$ cat src/rtl/pll_sup_pkg.sv
// rtl/pll_sup_pkg.sv - shared types, defaults and helpers for the PLL lock supervisor
package pll_sup_pkg;

    typedef enum logic [2:0] {
        PLLRST,
        WAIT_LOCK,
        FILTER,
        HOLD,
        RUN
    } pll_state_e;

    localparam int DEF_LOCK_FILTER   = 1024;
    localparam int DEF_RST_HOLD      = 256;
    localparam int DEF_LOCK_TIMEOUT  = 1048576;
    localparam int DEF_PLLRST_CYCLES = 16;
    localparam int DEF_CNT_W         = 8;

    function automatic int clog2(input int value);
        int result;
        result = 0;
        for (int i = 0; i < 31; i++) begin
            if ((1 << i) < value) result = i + 1;
        end
        return result;
    endfunction

endpackage

$ cat src/rtl/pll_lock_supervisor_sync_2ff.sv
// rtl/pll_lock_supervisor_sync_2ff.sv - two-flop synchronizer for a single asynchronous bit
module sync_2ff (
    input  logic clk,
    input  logic rst_n,
    input  logic d,
    output logic q
);

    logic meta_q;
    logic sync_q;

    always_ff @(posedge clk or negedge rst_n) begin
        if (!rst_n) begin
            meta_q <= 1'b0;
            sync_q <= 1'b0;
        end else begin
            meta_q <= d;
            sync_q <= meta_q;
        end
    end

    assign q = sync_q;

endmodule

$ cat src/rtl/pll_lock_supervisor.sv
// rtl/pll_lock_supervisor.sv - sequences PLL reset, lock filtering and system reset release
module pll_lock_supervisor
    import pll_sup_pkg::*;
#(
    parameter int LOCK_FILTER   = DEF_LOCK_FILTER,
    parameter int RST_HOLD      = DEF_RST_HOLD,
    parameter int LOCK_TIMEOUT  = DEF_LOCK_TIMEOUT,
    parameter int PLLRST_CYCLES = DEF_PLLRST_CYCLES,
    parameter int CNT_W         = DEF_CNT_W
) (
    input  logic             clk,
    input  logic             rst_n,
    input  logic             pll_locked,
    input  logic             sw_restart,
    output logic             pll_rst,
    output logic             sys_rst_n,
    output logic             ready,
    output logic             lost_lock,
    output logic [CNT_W-1:0] loss_cnt,
    output logic [CNT_W-1:0] timeout_cnt
);

    localparam int LF    = (LOCK_FILTER   < 1) ? 1 : LOCK_FILTER;
    localparam int RH    = (RST_HOLD      < 1) ? 1 : RST_HOLD;
    localparam int LT    = (LOCK_TIMEOUT  < 1) ? 1 : LOCK_TIMEOUT;
    localparam int PR    = (PLLRST_CYCLES < 1) ? 1 : PLLRST_CYCLES;
    localparam int MAX_A = (LF > RH) ? LF : RH;
    localparam int MAX_B = (LT > PR) ? LT : PR;
    localparam int MAX_P = (MAX_A > MAX_B) ? MAX_A : MAX_B;
    localparam int CW    = clog2(MAX_P) + 1;

    // The counter starts at 0 on entry and counts down; a state of N cycles ends at -(N-1).
    localparam logic [CW-1:0] END_PLLRST  = CW'(1 - PR);
    localparam logic [CW-1:0] END_TIMEOUT = CW'(1 - LT);
    localparam logic [CW-1:0] END_FILTER  = CW'(1 - LF);
    localparam logic [CW-1:0] END_HOLD    = CW'(1 - RH);

    pll_state_e       state_q, state_d;
    logic [CW-1:0]    cnt_q, cnt_d;
    logic [CNT_W-1:0] loss_cnt_q, loss_cnt_d;
    logic [CNT_W-1:0] timeout_cnt_q, timeout_cnt_d;
    logic             pll_rst_q, pll_rst_d;
    logic             sys_rst_n_q, sys_rst_n_d;
    logic             ready_q, ready_d;
    logic             lost_lock_q, lost_lock_d;
    logic             locked_s;
    logic             timeout_evt;
    logic             loss_evt;

    sync_2ff u_lock_sync (
        .clk   (clk),
        .rst_n (rst_n),
        .d     (pll_locked),
        .q     (locked_s)
    );

    always_ff @(posedge clk or negedge rst_n) begin
        if (!rst_n) begin
            state_q       <= PLLRST;
            cnt_q         <= '0;
            loss_cnt_q    <= '0;
            timeout_cnt_q <= '0;
            pll_rst_q     <= 1'b1;
            sys_rst_n_q   <= 1'b0;
            ready_q       <= 1'b0;
            lost_lock_q   <= 1'b0;
        end else begin
            state_q       <= state_d;
            cnt_q         <= cnt_d;
            loss_cnt_q    <= loss_cnt_d;
            timeout_cnt_q <= timeout_cnt_d;
            pll_rst_q     <= pll_rst_d;
            sys_rst_n_q   <= sys_rst_n_d;
            ready_q       <= ready_d;
            lost_lock_q   <= lost_lock_d;
        end
    end

    always_comb begin
        state_d     = state_q;
        timeout_evt = 1'b0;
        loss_evt    = 1'b0;
        if (sw_restart) begin
            state_d = PLLRST;
        end else begin
            case (state_q)
                PLLRST: begin
                    if (cnt_q == END_PLLRST) state_d = WAIT_LOCK;
                end
                WAIT_LOCK: begin
                    if (locked_s) begin
                        state_d = FILTER;
                    end else if (cnt_q == END_TIMEOUT) begin
                        state_d     = PLLRST;
                        timeout_evt = 1'b1;
                    end
                end
                FILTER: begin
                    if (!locked_s)                state_d = WAIT_LOCK;
                    else if (cnt_q == END_FILTER) state_d = HOLD;
                end
                HOLD: begin
                    if (!locked_s)              state_d = WAIT_LOCK;
                    else if (cnt_q == END_HOLD) state_d = RUN;
                end
                RUN: begin
                    if (!locked_s) begin
                        state_d  = WAIT_LOCK;
                        loss_evt = 1'b1;
                    end
                end
                default: state_d = PLLRST;
            endcase
        end

        // A held restart keeps reloading so PLLRST always lasts its full width after release.
        cnt_d = (sw_restart || (state_d != state_q)) ? '0 : cnt_q - CW'(1);

        timeout_cnt_d = timeout_cnt_q;
        if (timeout_evt && (timeout_cnt_q != '1)) timeout_cnt_d = timeout_cnt_q + CNT_W'(1);
        loss_cnt_d = loss_cnt_q;
        if (loss_evt && (loss_cnt_q != '1)) loss_cnt_d = loss_cnt_q + CNT_W'(1);
    end

    always_comb begin
        pll_rst_d   = (state_d == PLLRST);
        sys_rst_n_d = (state_d == RUN);
        ready_d     = (state_d == RUN);
        lost_lock_d = loss_evt;
    end

    assign pll_rst     = pll_rst_q;
    assign sys_rst_n   = sys_rst_n_q;
    assign ready       = ready_q;
    assign lost_lock   = lost_lock_q;
    assign loss_cnt    = loss_cnt_q;
    assign timeout_cnt = timeout_cnt_q;

endmodule

$ cat config.mk
export PLATFORM = sky130hd
export DESIGN_NAME = pll_lock_supervisor
export DESIGN_NICKNAME = d
export VERILOG_FILES = /design/src/rtl/pll_sup_pkg.sv /design/src/rtl/pll_lock_supervisor_sync_2ff.sv /design/src/rtl/pll_lock_supervisor.sv
export SDC_FILE = /design/constraint.sdc
export NUM_CORES = 1
export LEC_CHECK = 0
export ABC_AREA = 1
export CORE_MARGIN = 2
export CORE_UTILIZATION = 40
export DETAILED_ROUTE_END_ITERATION = 10
export DONT_BUFFER_PORTS = 1
export GPL_ROUTABILITY_DRIVEN = 0
export PLACE_DENSITY = 0.51
export SLEW_MARGIN = 20
export SYNTH_ARGS = -nofsm -noshare
export SYNTH_HDL_FRONTEND = slang
export SYNTH_HIERARCHICAL = 1
export SYNTH_SLANG_ARGS = --single-unit
$ cat constraint.sdc
create_clock -name clk -period 2.1 [get_ports clk]
set_clock_uncertainty 0.05 [all_clocks]
set_input_delay 0.525 -clock clk [delete_from_list [all_inputs] [get_ports clk]]
set_output_delay 0.525 -clock clk [all_outputs]
set_load 0.005 [all_outputs]
==> flow_summary_export.csv <==
group,metric,value,unit
grt,grt_overflow,0,
die,ioPinCount,24,
power_and_ir_drop,leakage,1.284,nW
clock_network,clkSlewWorstSetupHoldPaths,90,ps
route,drt-vias-per-instance,4.616,
yosys,yosys-top-cells-area,"sky130_fd_sc_hd__dfrtp_1, sky130_fd_sc_hd__nand2_1, sky130_fd_sc_hd__xor2_1",
placed_design,dpl-instance-area,0.002542,sq mm
route,totalWireLength,4408,microns
timing,final-setup-viol-count,0,
timing,rsz_0062_raised_after_global_routing,"no",
route,routed-via-count,1671,
clock_network,cts.path.max_buffers,2,
yosys,netlist.area_leader.share,44.92,%
grt,first_global_vias,1658,
timing,min_period,1898,ps
clock_network,clock_tree.root_cell,"sky130_fd_sc_hd__clkbuf_8",
grt,globalRouteTotalUtil,15.16,%
finish,insertedDiodeCount,0,
placed_design,dpl.cell_count,353,
power_and_ir_drop,vdd_drop_max,0.3299,mV
yosys,ys_types,29,
flow_run,cap_violations,0,
clock_network,tritoncts,"done",
die,die_y,82.28,microns
timing,setup_total_negative_slack,0,ps
finish,layout.cell_area.non_filler,0.002663,sq mm
grt,largest_net_degree_at_the_start_of_global_routing,46,
yosys,synthesis.area_per_instance,8.785,sq um
route,first_iter_violations,85,
clock_network,cts-buffers-inserted,5,
timing,layout_worst_path_cycle_share,90.36,%
finish,share_of_layout_cells_above_drive_strength_1,21.60,%
die,row_count,28,
finish,final.fill_count,579,
die,fp.dieW,82.28,microns
die,core_area,0.005921,sq mm
route,post-route-drc-count,0,
clock_network,clock_latency,300,ps
finish,syn_to_final_growth,8.627,%
placed_design,hpwlAfterDp,3186,microns
power_and_ir_drop,powerDensity,951.7,mW/mm^2
yosys,cell_accounting_for_the_most_synthesized_area,"sky130_fd_sc_hd__dfrtp_1",
route,drt_pass1_iterations,4,
timing,final-hold-violation-count,0,
placed_design,port_buffers,0,
timing,final_report_max_slew_violation_count,0,
clock_network,cts.repair_timing.setup_buffer_count,0,
yosys,synth.cell_area,0.002451,sq mm
yosys,synth_sequential_area_ratio,45.99,%
yosys,synth_fp_nets,287,
die,initial_utilization,41.40,%
critical_path,setup.worst_path.start,"cnt_q[0]",
critical_path,reg_to_reg_startpoint,"cnt_q[0]",
min_path,hold_class,"in -> async",
finish,finalNetCount,294,
timing,maxSlewHeadroom,83.61,%
die,die-area,0.006770,sq mm
outcome,outcome,"finished, final reports clean",
finish,finalNonFillerCells,362,
yosys,register_bit_total_from_synthesis,45,
critical_path,setup.worst_path.class,"reg -> reg",
critical_path,required,2240,ps
clock_network,cts_sinks,45,
grt,grt_pass1_wl,7824,microns
critical_path,worst-path-max-fanout,4,
route,per_cell_routed_wire_length,12.18,microns
timing,max_freq,527.0,MHz
critical_path,timing.critical_path.arrival,2040,ps
timing,slew_at_the_pin_closest_to_its_max_slew_limit,244.2,ps
grt,initial_antenna_violation_count,0,
critical_path,end_kind,"flip-flop",
critical_path,depth_of_the_worst_register_to_register_path,10,
yosys,syn_inst_count,279,
yosys,synth-warning-count,6,
route,drtAntennaViolNets,0,
critical_path,critical_path.startpoint_type,"flip-flop",
clock_network,h_tree_depth,2,
final cells by class:
cell class	instances	area [sq um]	area share, %
multi-input cells	197	1171	43.98
repair buffers	3	55.05	2.068
flip-flops and latches	45	1127	42.34
clock inverters	2	15.01	0.5639
clock buffers	6	72.57	2.726
inverters	34	127.6	4.793
well taps	75	93.84	3.524
synth_stat cells:
master,number
sky130_fd_sc_hd__a21oi_1,1
sky130_fd_sc_hd__a21oi_2,1
sky130_fd_sc_hd__a31oi_1,1
sky130_fd_sc_hd__and2_1,2
sky130_fd_sc_hd__buf_4,1
sky130_fd_sc_hd__buf_6,2
sky130_fd_sc_hd__dfrtp_1,44
sky130_fd_sc_hd__dfstp_2,1
sky130_fd_sc_hd__ha_1,4
sky130_fd_sc_hd__inv_1,31
sky130_fd_sc_hd__inv_2,3
sky130_fd_sc_hd__nand2_1,48
sky130_fd_sc_hd__nand2_2,4
sky130_fd_sc_hd__nand3_1,17
sky130_fd_sc_hd__nand3_2,3
sky130_fd_sc_hd__nand3b_1,2
sky130_fd_sc_hd__nand3b_2,1
sky130_fd_sc_hd__nand4_1,1
sky130_fd_sc_hd__nand4_2,1
sky130_fd_sc_hd__nor2_1,33
sky130_fd_sc_hd__nor2_2,27
sky130_fd_sc_hd__nor2_4,5
sky130_fd_sc_hd__nor3_1,8
sky130_fd_sc_hd__nor3_2,2
sky130_fd_sc_hd__o21ai_1,1
sky130_fd_sc_hd__o21ai_2,1
sky130_fd_sc_hd__or2_2,1
sky130_fd_sc_hd__xnor2_1,13
sky130_fd_sc_hd__xor2_1,20
kinds of logic (layout without fill, tap and decap cells):
| kind of cell | after synthesis | after routing | synth area share, % |
|---|---|---|---|
| adders and majority gates | 4 | 4 | 2.042 |
| AOI/OAI and AO/OA | 5 | 5 | 1.378 |
| xor gates and xnor gates | 33 | 33 | 11.79 |
| DFF | 45 | 45 | 45.99 |
| and+or+nand+nor | 155 | 155 | 32.36 |
| buffers and inverters | 37 | 45 | 6.432 |
critical path, stage by stage, from the launching register on:
cell,delay (ps)
sky130_fd_sc_hd__dfrtp_1,440
sky130_fd_sc_hd__inv_1,80
sky130_fd_sc_hd__ha_1,210
sky130_fd_sc_hd__nand2_1,110
sky130_fd_sc_hd__nor2_1,170
sky130_fd_sc_hd__nand2_1,140
sky130_fd_sc_hd__inv_1,70
sky130_fd_sc_hd__nand2_1,100
sky130_fd_sc_hd__nor3_1,190
sky130_fd_sc_hd__xor2_1,170
sky130_fd_sc_hd__nor2_1,60
registers in the layout, indices dropped and copies added, names as in the netlist:
signal	cells
cnt_q	21
loss_cnt	8
timeout_cnt	8
state_q	3
lost_lock	1
pll_rst	1
ready	1
u_lock_sync/meta_q	1
u_lock_sync/q	1
repair_timing:
| item | in CTS | in global routing |
|---|---|---|
| setup endpoints to repair | 0 | 1 |
| resized for setup | 0 | 2 |
| hold buffers | 1 | 0 |
| hold endpoints to repair | 45 | 0 |
per-layer routing:
metal  track usage, %  up-vias  routed length, microns
met2            22.42       20                    1966
met1            21.82      777                    2251
met3            3.152        6                     120
li1                 -      868                       -
met4            5.500        0                      70
met5                0        -                       0
power breakdown:
group,switching (W),internal [W]
registers,0.000150,0.000993
clock network,0.000304,0.000235
logic,0.000504,0.000349
total,0.000958,0.00158
path summary, 6_finish.rpt:
path / to / slack [ps]
worst max-delay path: cnt_q[20] / 200
worst min-delay path: u_lock_sync/q / 10
worst max register to register: cnt_q[20] / 200
worst min register to register: u_lock_sync/q / 300
max in group asynchronous: pll_rst / 1740
min in group clk: u_lock_sync/meta_q / 190
through the flow:
step	util (%)	hold slack, ps	setup slack, ps	power [W]
after floorplan	-	179.4	390.7	0.001842
after global placement	42.94	180.7	162.0	0.001986
after detailed placement	42.94	180.5	157.6	0.001988
after CTS	44.89	9.447	146.7	0.002571
after global routing	44.97	17.08	6.790	0.002733
final	44.97	10.40	202.4	0.002534
cell usage in the layout, fill, tap and decap left out, types with 2 or more instances in the layout:
cell | synthesis | final
sky130_fd_sc_hd__nand3_1 | 17 | 17
sky130_fd_sc_hd__nand2_2 | 4 | 5
sky130_fd_sc_hd__nand2_1 | 48 | 47
sky130_fd_sc_hd__nor2_1 | 33 | 32
sky130_fd_sc_hd__inv_1 | 31 | 31
sky130_fd_sc_hd__and2_1 | 2 | 2
sky130_fd_sc_hd__clkinvlp_4 | 0 | 2
sky130_fd_sc_hd__ha_1 | 4 | 4
sky130_fd_sc_hd__nor2_4 | 5 | 5
sky130_fd_sc_hd__inv_2 | 3 | 3
sky130_fd_sc_hd__dfrtp_1 | 44 | 44
sky130_fd_sc_hd__xnor2_1 | 13 | 13
sky130_fd_sc_hd__nor2_2 | 27 | 28
sky130_fd_sc_hd__clkbuf_8 | 0 | 5
sky130_fd_sc_hd__nand3_2 | 3 | 3
sky130_fd_sc_hd__xor2_1 | 20 | 20
sky130_fd_sc_hd__nor3_2 | 2 | 2
sky130_fd_sc_hd__nor3_1 | 8 | 8
sky130_fd_sc_hd__nand3b_1 | 2 | 2
Power figures use the tool's default switching activity.
